File: src/rtl/conv_main_controller.sv
// Convolution job sequencer: start handshake, row/filter counting, output-buffer stall handling.
// Strobes are combinational in the same cycle as their inputs; buf_full holds stores in STALL.
module conv_main_controller #(
  parameter int ROW_W  = 8,
  parameter int FILT_W = 4
) (
  input  logic              clk,
  input  logic              rst,
  input  logic              start,
  input  logic              av_data,
  input  logic              av_filter,
  input  logic              co_filter,
  input  logic              end_of_row,
  input  logic              end_of_filter,
  input  logic              buf_full,
  input  logic [ROW_W-1:0]  cfg_rows,
  output logic              ld_stride,
  output logic              ld_fileSize,
  output logic              put_data,
  output logic              put_filter,
  output logic              clear_sum,
  output logic              store_buffer,
  output logic              next_filter,
  output logic              next_row,
  output logic              busy,
  output logic              done,
  output logic [ROW_W-1:0]  row_idx,
  output logic [FILT_W-1:0] filter_idx
);

  typedef enum logic [2:0] {IDLE, ARMED, INIT, RUN, STALL, DONE} state_t;

  state_t           state;
  logic [ROW_W-1:0] limit;
  logic [ROW_W-1:0] last_idx;
  logic             pend_eor;
  logic             pend_eof;
  logic             stall_hit;

  // cfg_rows = 0 wraps to all-ones here, giving 2^ROW_W rows.
  assign last_idx = limit - ROW_W'(1);

  always_comb begin
    ld_stride    = 1'b0;
    ld_fileSize  = 1'b0;
    put_data     = 1'b0;
    put_filter   = 1'b0;
    clear_sum    = 1'b0;
    store_buffer = 1'b0;
    next_filter  = 1'b0;
    next_row     = 1'b0;
    stall_hit    = 1'b0;
    case (state)
      INIT: begin
        ld_stride   = 1'b1;
        ld_fileSize = 1'b1;
      end
      RUN: begin
        stall_hit    = co_filter & buf_full;
        put_data     = av_data & av_filter & ~buf_full;
        put_filter   = av_data & av_filter & ~buf_full;
        clear_sum    = co_filter & ~buf_full;
        store_buffer = co_filter & ~buf_full;
        next_filter  = end_of_row & ~stall_hit;
        next_row     = end_of_row & end_of_filter & ~stall_hit;
      end
      STALL: begin
        // Exit cycle completes the held store and replays the deferred row events.
        clear_sum    = ~buf_full;
        store_buffer = ~buf_full;
        next_filter  = ~buf_full & pend_eor;
        next_row     = ~buf_full & pend_eor & pend_eof;
      end
      default: ;
    endcase
  end

  assign busy = (state == INIT) || (state == RUN) || (state == STALL);
  assign done = (state == DONE);

  always_ff @(posedge clk or negedge rst) begin
    if (!rst) begin
      state      <= IDLE;
      row_idx    <= '0;
      filter_idx <= '0;
      limit      <= '0;
      pend_eor   <= 1'b0;
      pend_eof   <= 1'b0;
    end else begin
      case (state)
        IDLE:  if (start) state <= ARMED;
        ARMED: if (!start) state <= INIT;
        INIT: begin
          row_idx    <= '0;
          filter_idx <= '0;
          limit      <= cfg_rows;
          pend_eor   <= 1'b0;
          pend_eof   <= 1'b0;
          state      <= RUN;
        end
        RUN, STALL: begin
          if (stall_hit) begin
            pend_eor <= end_of_row;
            pend_eof <= end_of_filter;
            state    <= STALL;
          end else if (state == RUN || !buf_full) begin
            state <= RUN;
            if (next_row) begin
              filter_idx <= '0;
              if (row_idx == last_idx) state <= DONE;
              else row_idx <= row_idx + ROW_W'(1);
            end else if (next_filter) begin
              filter_idx <= filter_idx + FILT_W'(1);
            end
          end
        end
        DONE:    state <= IDLE;
        default: state <= IDLE;
      endcase
    end
  end

endmodule

File: config.mk
export PLATFORM = sky130hd
export DESIGN_NAME = conv_main_controller
export DESIGN_NICKNAME = d
export VERILOG_FILES = /design/src/rtl/conv_main_controller.sv
export SDC_FILE = /design/constraint.sdc
export NUM_CORES = 1
export LEC_CHECK = 0
export CORE_ASPECT_RATIO = 1.5
export CORE_MARGIN = 8
export CORE_UTILIZATION = 49
export DETAILED_ROUTE_END_ITERATION = 16
export PLACE_DENSITY = 0.79
export SLEW_MARGIN = 20
export SYNTH_ARGS = -nofsm -noshare
export SYNTH_HDL_FRONTEND = slang
export SYNTH_SLANG_ARGS = --single-unit
File: constraint.sdc
create_clock -name clk -period 2.7 [get_ports clk]
set_clock_uncertainty 0.2 [all_clocks]
set_input_delay 0.54 -clock clk [delete_from_list [all_inputs] [get_ports clk]]
set_output_delay 0.54 -clock clk [all_outputs]
set_load 0.005 [all_outputs]
Yosys cells after proc, flatten, opt, wreduce, memory -nomap -nowiden
Index checks and enable logic that the tools add are counted.
{ "op_classes": {"addsub": 3, "n_eq_ne": 15, "mux": 27, "bitwise_logic": 11, "reduce_logical": 11} }
{ "op_table": {"columns": ["operator", "count"], "rows": [
  ["$mux W8", 4],
  ["$mux W3", 6],
  ["$mux W4", 4],
  ["$pmux W8 S2", 1],
  ["$ne A2 B2 Y1 const B", 7],
  ["$pmux W3 S4", 1],
  ["$pmux W1 S2", 5],
  ["$and A1 B1 Y1", 9],
  ["$add A8 B1 Y8 const B", 1],
  ["$eq A8 B8 Y1", 1],
  ["$pmux W4 S2", 1],
  ["$sub A8 B1 Y8 const B", 1],
  ["$eq A3 B2 Y1 const B", 2],
  ["$eq A3 B3 Y1 const B", 2],
  ["$ne A3 B3 Y1 const B", 2],
  ["$mux W1", 5],
  ["$reduce_and A5 Y1", 1],
  ["$add A4 B1 Y4 const B", 1],
  ["$reduce_and A4 Y1", 1],
  ["$eq A3 B1 Y1 const B", 1],
  ["$logic_not A3 Y1", 1],
  ["$logic_or A1 B1 Y1", 3],
  ["$reduce_and A3 Y1", 1],
  ["$not A1 Y1", 2],
  ["4 further kinds", 4]
]} }
{ "totals": {"register_bits": 25, "input_bits": 17, "output_inout_bits": 22, "word_cells": 73} }

Depth between registers and ports, before layout
Gate-level depths: netlist (run 1).
{ "depth": {"ltp_word": 9, "mapped_depth": 8} }

Worst setup path after synthesis (run 1)
OpenSTA, ideal clock, no wires.
{ "synth_timing": {"path_kind": "register to register", "startpoint": "reg limit[3]", "endpoint": "reg row_idx[7]", "arrival_ps": 2160, "t_required_ps": 2423, "setup_slack_ps": 263, "stages_incl_launch_ff": 7, "path_buffers": 0, "synth_period_minus_slack_ps": 2437, "cell_sequence": "dfrtp_1 -> or4_4 -> o311ai_1 -> a32oi_2 -> and4_4 -> or4_1 -> a21oi_1"} }
{ "synth_between": {"elab_chain_cells": 4} }
{ "synth_lines": {"columns": ["element", "line", "rtl"], "rows": [
  ["start: declaration", "34", "logic [ROW_W-1:0] limit;"],
  ["start signal: assignment", "96", "limit <= cfg_rows;"],
  ["$sub A8 B1 Y8", "41", "assign last_idx = limit - ROW_W'(1);"],
  ["$eq A8 B8 Y1", "110", "if (row_idx == last_idx) state <= DONE;"],
  ["$ne A2 B2 Y1 (no line)", null, null],
  ["$reduce_and A5 Y1 (no line)", null, null],
  ["end signal: assignment", "111", "else row_idx <= row_idx + ROW_W'(1);"],
  ["end: declaration", "27", "output logic [ROW_W-1:0] row_idx,"]
]} }
Every way passes these cells.
A chain may end at the register's enable or synchronous reset.

Worst setup path in the final report (run 1)
{ "layout_timing": {"startpoint": "reg state[2]", "endpoint": "out put_data"} }
{ "layout_between": {"elab_chain_cells": 2} }
{ "layout_lines": {"columns": ["element", "line", "rtl"], "rows": [
  ["start: declaration", "33", "state_t state;"],
  ["start signal: assignment", "83", "state <= IDLE;"],
  ["start signal: assignment", "91", "IDLE: if (start) state <= ARMED;"],
  ["start signal: assignment", "92", "ARMED: if (!start) state <= INIT;"],
  ["$eq A3 B2 Y1", "53", "case (state)"],
  ["$mux W1", "53", null],
  ["end: declaration", "19", "output logic put_data,"]
]} }
Every way passes these cells.

==> results.sh, run 1 <==
export IMPL_status="completed"
export IMPL_synthMuxAreaShare_pct=7.53
export IMPL_fin_cells=264
export IMPL_utilization_pct=71.8
export IMPL_critPathRequiredTime_ns=1.96
export IMPL_reg2reg_slack_ns=0.12
export IMPL_hp_class="reg2reg"
export IMPL_power_leakage_uw=0.00106
export IMPL_die_width_um=62.4
export IMPL_nets=245
export IMPL_clkTransAtPathRegs_ns=0.09
export IMPL_postLayoutCellArea_um2=2250
export IMPL_synthSimpleGateAreaFrac_pct=22.9
export IMPL_yosysTopAreaCellShare_pct=39.6
export IMPL_yosys_top_cells_count="25 x dfrtp_1, 15 x nor2_1, 11 x nand2_1"
export IMPL_r2r_worst_path_cells=7
export IMPL_placement_io_buffers=38
export IMPL_seq_area_um2=628
export IMPL_synth_seq_cells=25
export IMPL_clock_latency_ns=0.27
export IMPL_synth_top_area_cell="dfrtp_1"
export IMPL_critPathLaunchType="flip-flop"
export IMPL_seq_area_frac_synth_pct=39.6
export IMPL_irDropWorstVdd_v=0.000605
export IMPL_fin_crit_ns=2.62
export IMPL_vias=1586
export IMPL_dp_hpwl_um=3520
export IMPL_cts_buffers=3
export IMPL_setup_viol=0
export IMPL_max_freq_mhz=382
export IMPL_initial_utilization_pct=50.5
export IMPL_place_congestion=0.931
export IMPL_cts_root_buf="clkbuf_8"
export IMPL_die_area_um2=5330
export IMPL_setup_ws_ns=0.0790
export IMPL_cp_slowest_cell="clkdlybuf4s50_1"
export IMPL_antenna_left=0
export IMPL_path_max_fanout=9
export IMPL_synth_xor_area_share_pct=5.55
export IMPL_maxCapViolCount=0
export IMPL_grt_pass1_vias=1742
export IMPL_grt_ovfl_total=0
export IMPL_multi_input_comb_area_um2=915
export IMPL_grt_antenna_before_repair=0
export IMPL_path_class="reg2out"
export IMPL_cts_tree="done"
export IMPL_synth_compound_area_share_pct=17.7
export IMPL_startpoint="state[2]$_DFFE_PN0P_"
export IMPL_htree_levels=1
export IMPL_synth_area_per_cell_um2=9.69
export IMPL_finalHoldViolCount=0
export IMPL_worst_slew_pin_slew_ns=0.379
export IMPL_clock_sinks=25
export IMPL_drive_above_1_share_pct=25.4
export IMPL_cp_arrival_ns=1.88
export IMPL_synth_most_common_cell="dfrtp_1"
export IMPL_antennaDiodeCount=0
export IMPL_syn_cell_area_um2=1580
export IMPL_setup_tns_ns=0
export IMPL_syn_nets=183
export IMPL_report_final_slew_viol_count=0
export IMPL_synth_distinct_cells=48
export IMPL_hold_start="filter_idx[0]$_DFFE_PN0P_"
export IMPL_die_y_um=85.5
export IMPL_drcViolationCount=0
export IMPL_post_route_period_util_pct=97.1
export IMPL_area_growth_pct=42.2
export IMPL_dp_cells=258
export IMPL_r2r_end="row_idx[2]$_DFFE_PN0P_"
export IMPL_grt_max_degree=26
export IMPL_worstPathCellList="and3b_1 > and4_1 > clkdlybuf4s50_1"
export IMPL_grt_usage_pct=17.2
export IMPL_timing_rr_start="limit[3]$_DFFE_PN0P_"
export IMPL_synth_cells=163
export IMPL_ios=39
export IMPL_async_flop_share_pct=100
export IMPL_floorplan_rows=25
export IMPL_cp_end_kind="output port"
export IMPL_routedWlPerCell_um=17.4
export IMPL_synth_edf_count=0
export IMPL_worstSetupEndpoint="put_data"
export IMPL_core_area_um2=3130
export IMPL_drt_first_pass_iters=4
export IMPL_dpl_cell_area_um2=2140
export IMPL_cts_buffer_depth=2
export IMPL_fillers=254
export IMPL_routed_wirelength_um=4600
export IMPL_critPathMaxStageDelay_ns=0.52
export IMPL_synth_area_top_cells="dfrtp_1 40%, mux2_2 5.0%, nor2_1 3.6%"
export IMPL_first_iter_violations=79
export IMPL_power_per_cell_area_nw_per_um2=891
export IMPL_slew_headroom_pct=74.7
export IMPL_grt_pass1_wl_um=7650
export IMPL_synthAdderAreaFrac_pct=2.38
export IMPL_synth_top_family_by_area="simple AND/OR/NAND/NOR gates"
export IMPL_ys_flop_type="dfrtp_1"
export IMPL_place_ws_ns=-0.264
export IMPL_yosys_warnings=0
export IMPL_vias_per_cell=6.01
-- layout by cell type, fill, tap and decap left out, drive strengths merged, types with 3 or more instances in the layout --
| cell type | netlist | layout |
|---|---|---|
| clkdlybuf4s50 | 0 | 33 |
| buf | 4 | 26 |
| dfrtp | 25 | 25 |
| nor2 | 15 | 15 |
| nand2 | 11 | 11 |
| o21ai | 10 | 10 |
| mux2 | 7 | 7 |
| inv | 6 | 6 |
| xor2 | 6 | 6 |
| a22o | 5 | 5 |
| nand4 | 5 | 5 |
| a21oi | 5 | 5 |
| xnor2 | 4 | 4 |
| nand3 | 4 | 4 |
| mux2i | 4 | 4 |
| and3 | 3 | 3 |
| or2 | 3 | 3 |
| ha | 3 | 3 |
| clkbuf | 3 | 3 |
| dlymetal6s2s | 0 | 3 |
| and3b | 3 | 3 |
| and4 | 3 | 3 |
| or4 | 3 | 3 |
| or3 | 3 | 3 |
-- metal layers --
layer / global-route usage (%) / part of all wire [%]
met5: 0 / 0
met1: 17.1 / 37
met3: 4.30 / 6.4
met2: 31.5 / 53
met4: 9.79 / 3.2
-- repair_timing --
| action | in CTS | in global routing |
|---|---|---|
| endpoints found under the setup margin | 2 | 8 |
| buffers inserted | 1 | 1 |
| hold buffers | 0 | 0 |
| pin swaps | 1 | 4 |
| gates resized for setup | 5 | 9 |
-- final cells by class --
type                            count  share of cell area (%)
Tap cell                           40                    2.23
Clock buffer                        3                    1.84
Multi-Input combinational cell    125                    40.7
Inverter                            6                    1.00
Clock inverter                      1                   0.223
Sequential cell                    25                    28.0
Timing Repair Buffer               64                    26.0
-- metrics by stage --
stage,power (uW),hold WS [ns]
after global placement,1680,0.325
after CTS,1970,0.363
after global routing,2150,0.388
after detailed placement,1730,0.347
final,2000,0.355
after floorplan,1270,0.0444
-- worst min-delay path by stage --
stage	endpoint	slack (ns)	cells after the start
after CTS	filter_idx[0]$_DFFE_PN0P_	0.36	1
after floorplan	filter_idx[0]$_DFFE_PN0P_	0.04	0
after global routing	filter_idx[0]$_DFFE_PN0P_	0.39	1
after detailed placement	filter_idx[0]$_DFFE_PN0P_	0.35	1
final	filter_idx[0]$_DFFE_PN0P_	0.35	1
after global placement	filter_idx[3]$_DFFE_PN0P_	0.32	2
-- kinds of logic after synthesis --
logic type,Yosys count
adder cells (fa/ha/maj),3
multiplexers,11
flip-flops,25
XOR/XNOR,10
AND/OR/NAND/NOR,63
AO/OA/AOI/OAI,38
buffers and inverters,13
-- critical path: cells and delay by family, from the launching register on --
family	cells	cell delay (ns)
DFF	1	0.47
buffers and inverters	1	0.52
and+or+nand+nor	2	0.62
-- registers in the layout (all words and copies together), names as in the netlist --
register and flops:
state 3, pend_eor 1, pend_eof 1, limit 8, filter_idx 4, row_idx 8
-- power breakdown --
group,internal [uW],switching [uW],total [uW]
Clock,103,119,222
Sequential,491,145,635
Combinational,600,543,1140
Note: power is estimated with default switching activity, not from simulation.
==> run 2: changes to the inputs <==
--- a/config.mk
+++ b/config.mk
@@ -11,4 +11,6 @@
 export DETAILED_ROUTE_END_ITERATION = 16
 export PLACE_DENSITY = 0.79
+export REMOVE_ABC_BUFFERS = 1
+export SKIP_LAST_GASP = 1
 export SLEW_MARGIN = 20
 export SYNTH_ARGS = -nofsm -noshare
==> constraint.sdc (replaced) <==
create_clock -name clk -period 2.7 [get_ports clk]
set_clock_uncertainty 0.2 [all_clocks]
set_input_delay 0.405 -clock clk [delete_from_list [all_inputs] [get_ports clk]]
set_output_delay 0.405 -clock clk [all_outputs]
set_load 0.005 [all_outputs]
==> results.sh, run 2 (synthesis results as in run 1) <==
export IMPL_worst_slew_pin_slew_ns=0.655
export IMPL_clkTransAtPathRegs_ns=0.09
export IMPL_grt_antenna_before_repair=0
export IMPL_nets=233
export IMPL_seq_area_um2=629
export IMPL_path_class="reg2reg"
export IMPL_vias_per_cell=6.13
export IMPL_fillers=246
export IMPL_cp_arrival_ns=2.59
export IMPL_max_freq_mhz=382
export IMPL_slew_headroom_pct=56.2
export IMPL_power_per_cell_area_nw_per_um2=895
export IMPL_drcViolationCount=0
export IMPL_routed_wirelength_um=4430
export IMPL_antennaDiodeCount=0
export IMPL_htree_levels=1
export IMPL_cp_end_kind="flip-flop"
export IMPL_cts_buffer_depth=2
export IMPL_rsz0062_at_grt="yes"
export IMPL_path_max_fanout=6
export IMPL_cts_root_buf="clkbuf_8"
export IMPL_largestRegisters="limit (8), row_idx (8), filter_idx (4)"
export IMPL_final_cell_mix="37 x clkdlybuf4s50_1, 22 x dfrtp_1, 15 x nor2_1"
export IMPL_critPathRequiredTime_ns=2.67
export IMPL_critPathLaunchType="flip-flop"
export IMPL_grt_pass1_wl_um=7560
export IMPL_die_area_um2=5330
export IMPL_placement_io_buffers=38
export IMPL_drive_above_1_share_pct=22.6
export IMPL_drt_first_pass_iters=4
export IMPL_floorplan_rows=25
export IMPL_clock_latency_ns=0.27
export IMPL_routedWlPerCell_um=17.6
export IMPL_grt_pass1_vias=1601
export IMPL_layout_commonest_cell="clkdlybuf4s50_1"
export IMPL_hp_class="in2async"
export IMPL_die_width_um=62.4
export IMPL_core_area_um2=3130
export IMPL_maxCapViolCount=0
export IMPL_setup_viol=0
export IMPL_dp_hpwl_um=3310
export IMPL_cts_buffers=3
export IMPL_irDropWorstVdd_v=0.000520
export IMPL_grt_max_degree=26
export IMPL_clock_sinks=25
export IMPL_area_growth_pct=39.1
export IMPL_power_leakage_uw=0.000955
export IMPL_place_congestion=0.847
export IMPL_place_ws_ns=-0.0361
export IMPL_fin_crit_ns=2.62
export IMPL_antenna_left=0
export IMPL_grt_ovfl_total=0
export IMPL_report_final_slew_viol_count=0
export IMPL_ios=39
export IMPL_first_iter_violations=34
export IMPL_dpl_cell_area_um2=2060
export IMPL_vias=1546
export IMPL_finalHoldViolCount=0
export IMPL_grt_usage_pct=16.8
export IMPL_cts_tree="done"
export IMPL_setup_ws_ns=0.0806
export IMPL_cts_hold_buf=0
export IMPL_postLayoutCellArea_um2=2200
export IMPL_die_y_um=85.5
export IMPL_status="completed"
export IMPL_multi_input_comb_area_um2=958
export IMPL_initial_utilization_pct=50.5
export IMPL_post_route_period_util_pct=97.0
[run 2: final cells by class]
type	count	share of cell area, %
Tap cell	40	2.28
Inverter	6	1.03
Timing Repair Buffer	52	22.2
Clock buffer	3	1.88
Multi-Input combinational cell	125	43.6
Clock inverter	1	0.342
Sequential cell	25	28.6
[run 2: per-layer routing]
metal,up-vias,routed length (um),global-route usage (%)
met3,13,328,4.04
met1,761,1640,17.7
met5,-,0,0
met2,70,2370,31.9
met4,0,96,5.42
li1,702,-,-
[run 2: through the flow]
stage	setup TNS, ns	utilization [%]	power, uW	hold slack (ns)	instances
3_5_place_dp	-0.0696	65.9	1620	0.343	247
3_3_place_gp	0	65.9	1570	0.325	247
6_report	0	70.2	1970	0.303	252
4_1_cts	0	67.7	1850	0.308	251
2_1_floorplan	0	-	1230	-0.0906	156
5_1_grt	-0.0909	70.2	2120	0.343	252
[run 2: path summary, 6_finish.rpt]
check | cells after the start | endpoint | slack, ns | startpoint
max | 6 | row_idx[0]$_DFFE_PN0P_ | 0.08 | limit[3]$_DFFE_PN0P_
min | 2 | row_idx[6]$_DFFE_PN0P_ | 0.30 | rst
max reg2reg | 6 | row_idx[0]$_DFFE_PN0P_ | 0.08 | limit[3]$_DFFE_PN0P_
min reg2reg | 1 | filter_idx[1]$_DFFE_PN0P_ | 0.36 | filter_idx[1]$_DFFE_PN0P_
max in group asynchronous | 2 | limit[3]$_DFFE_PN0P_ | 1.73 | rst
min in group clk | 1 | filter_idx[1]$_DFFE_PN0P_ | 0.36 | filter_idx[1]$_DFFE_PN0P_
[run 2: where the power goes]
| group | internal (uW) | switching (uW) | leakage [uW] | total [uW] |
|---|---|---|---|---|
| Sequential | 492 | 184 | 0.000321 | 675 |
| Combinational | 545 | 520 | 0.000612 | 1060 |
| Clock | 105 | 121 | 0.0000217 | 226 |
| Total | 1140 | 824 | 0.000955 | 1970 |
[run 2: critical path: stages (launching register included)]
cell and delay, ns:
dfrtp_2 0.45, or4_4 0.59, or3_4 0.40, a32oi_4 0.30, and4_4 0.28, nor2_1 0.06, mux2_2 0.25
[run 2: repair_timing]
item / 4_1_cts / 5_1_grt
buffers inserted: 0 / 1
resized for setup: 2 / 14
pin swaps: 0 / 3
setup endpoints to repair: 3 / 10
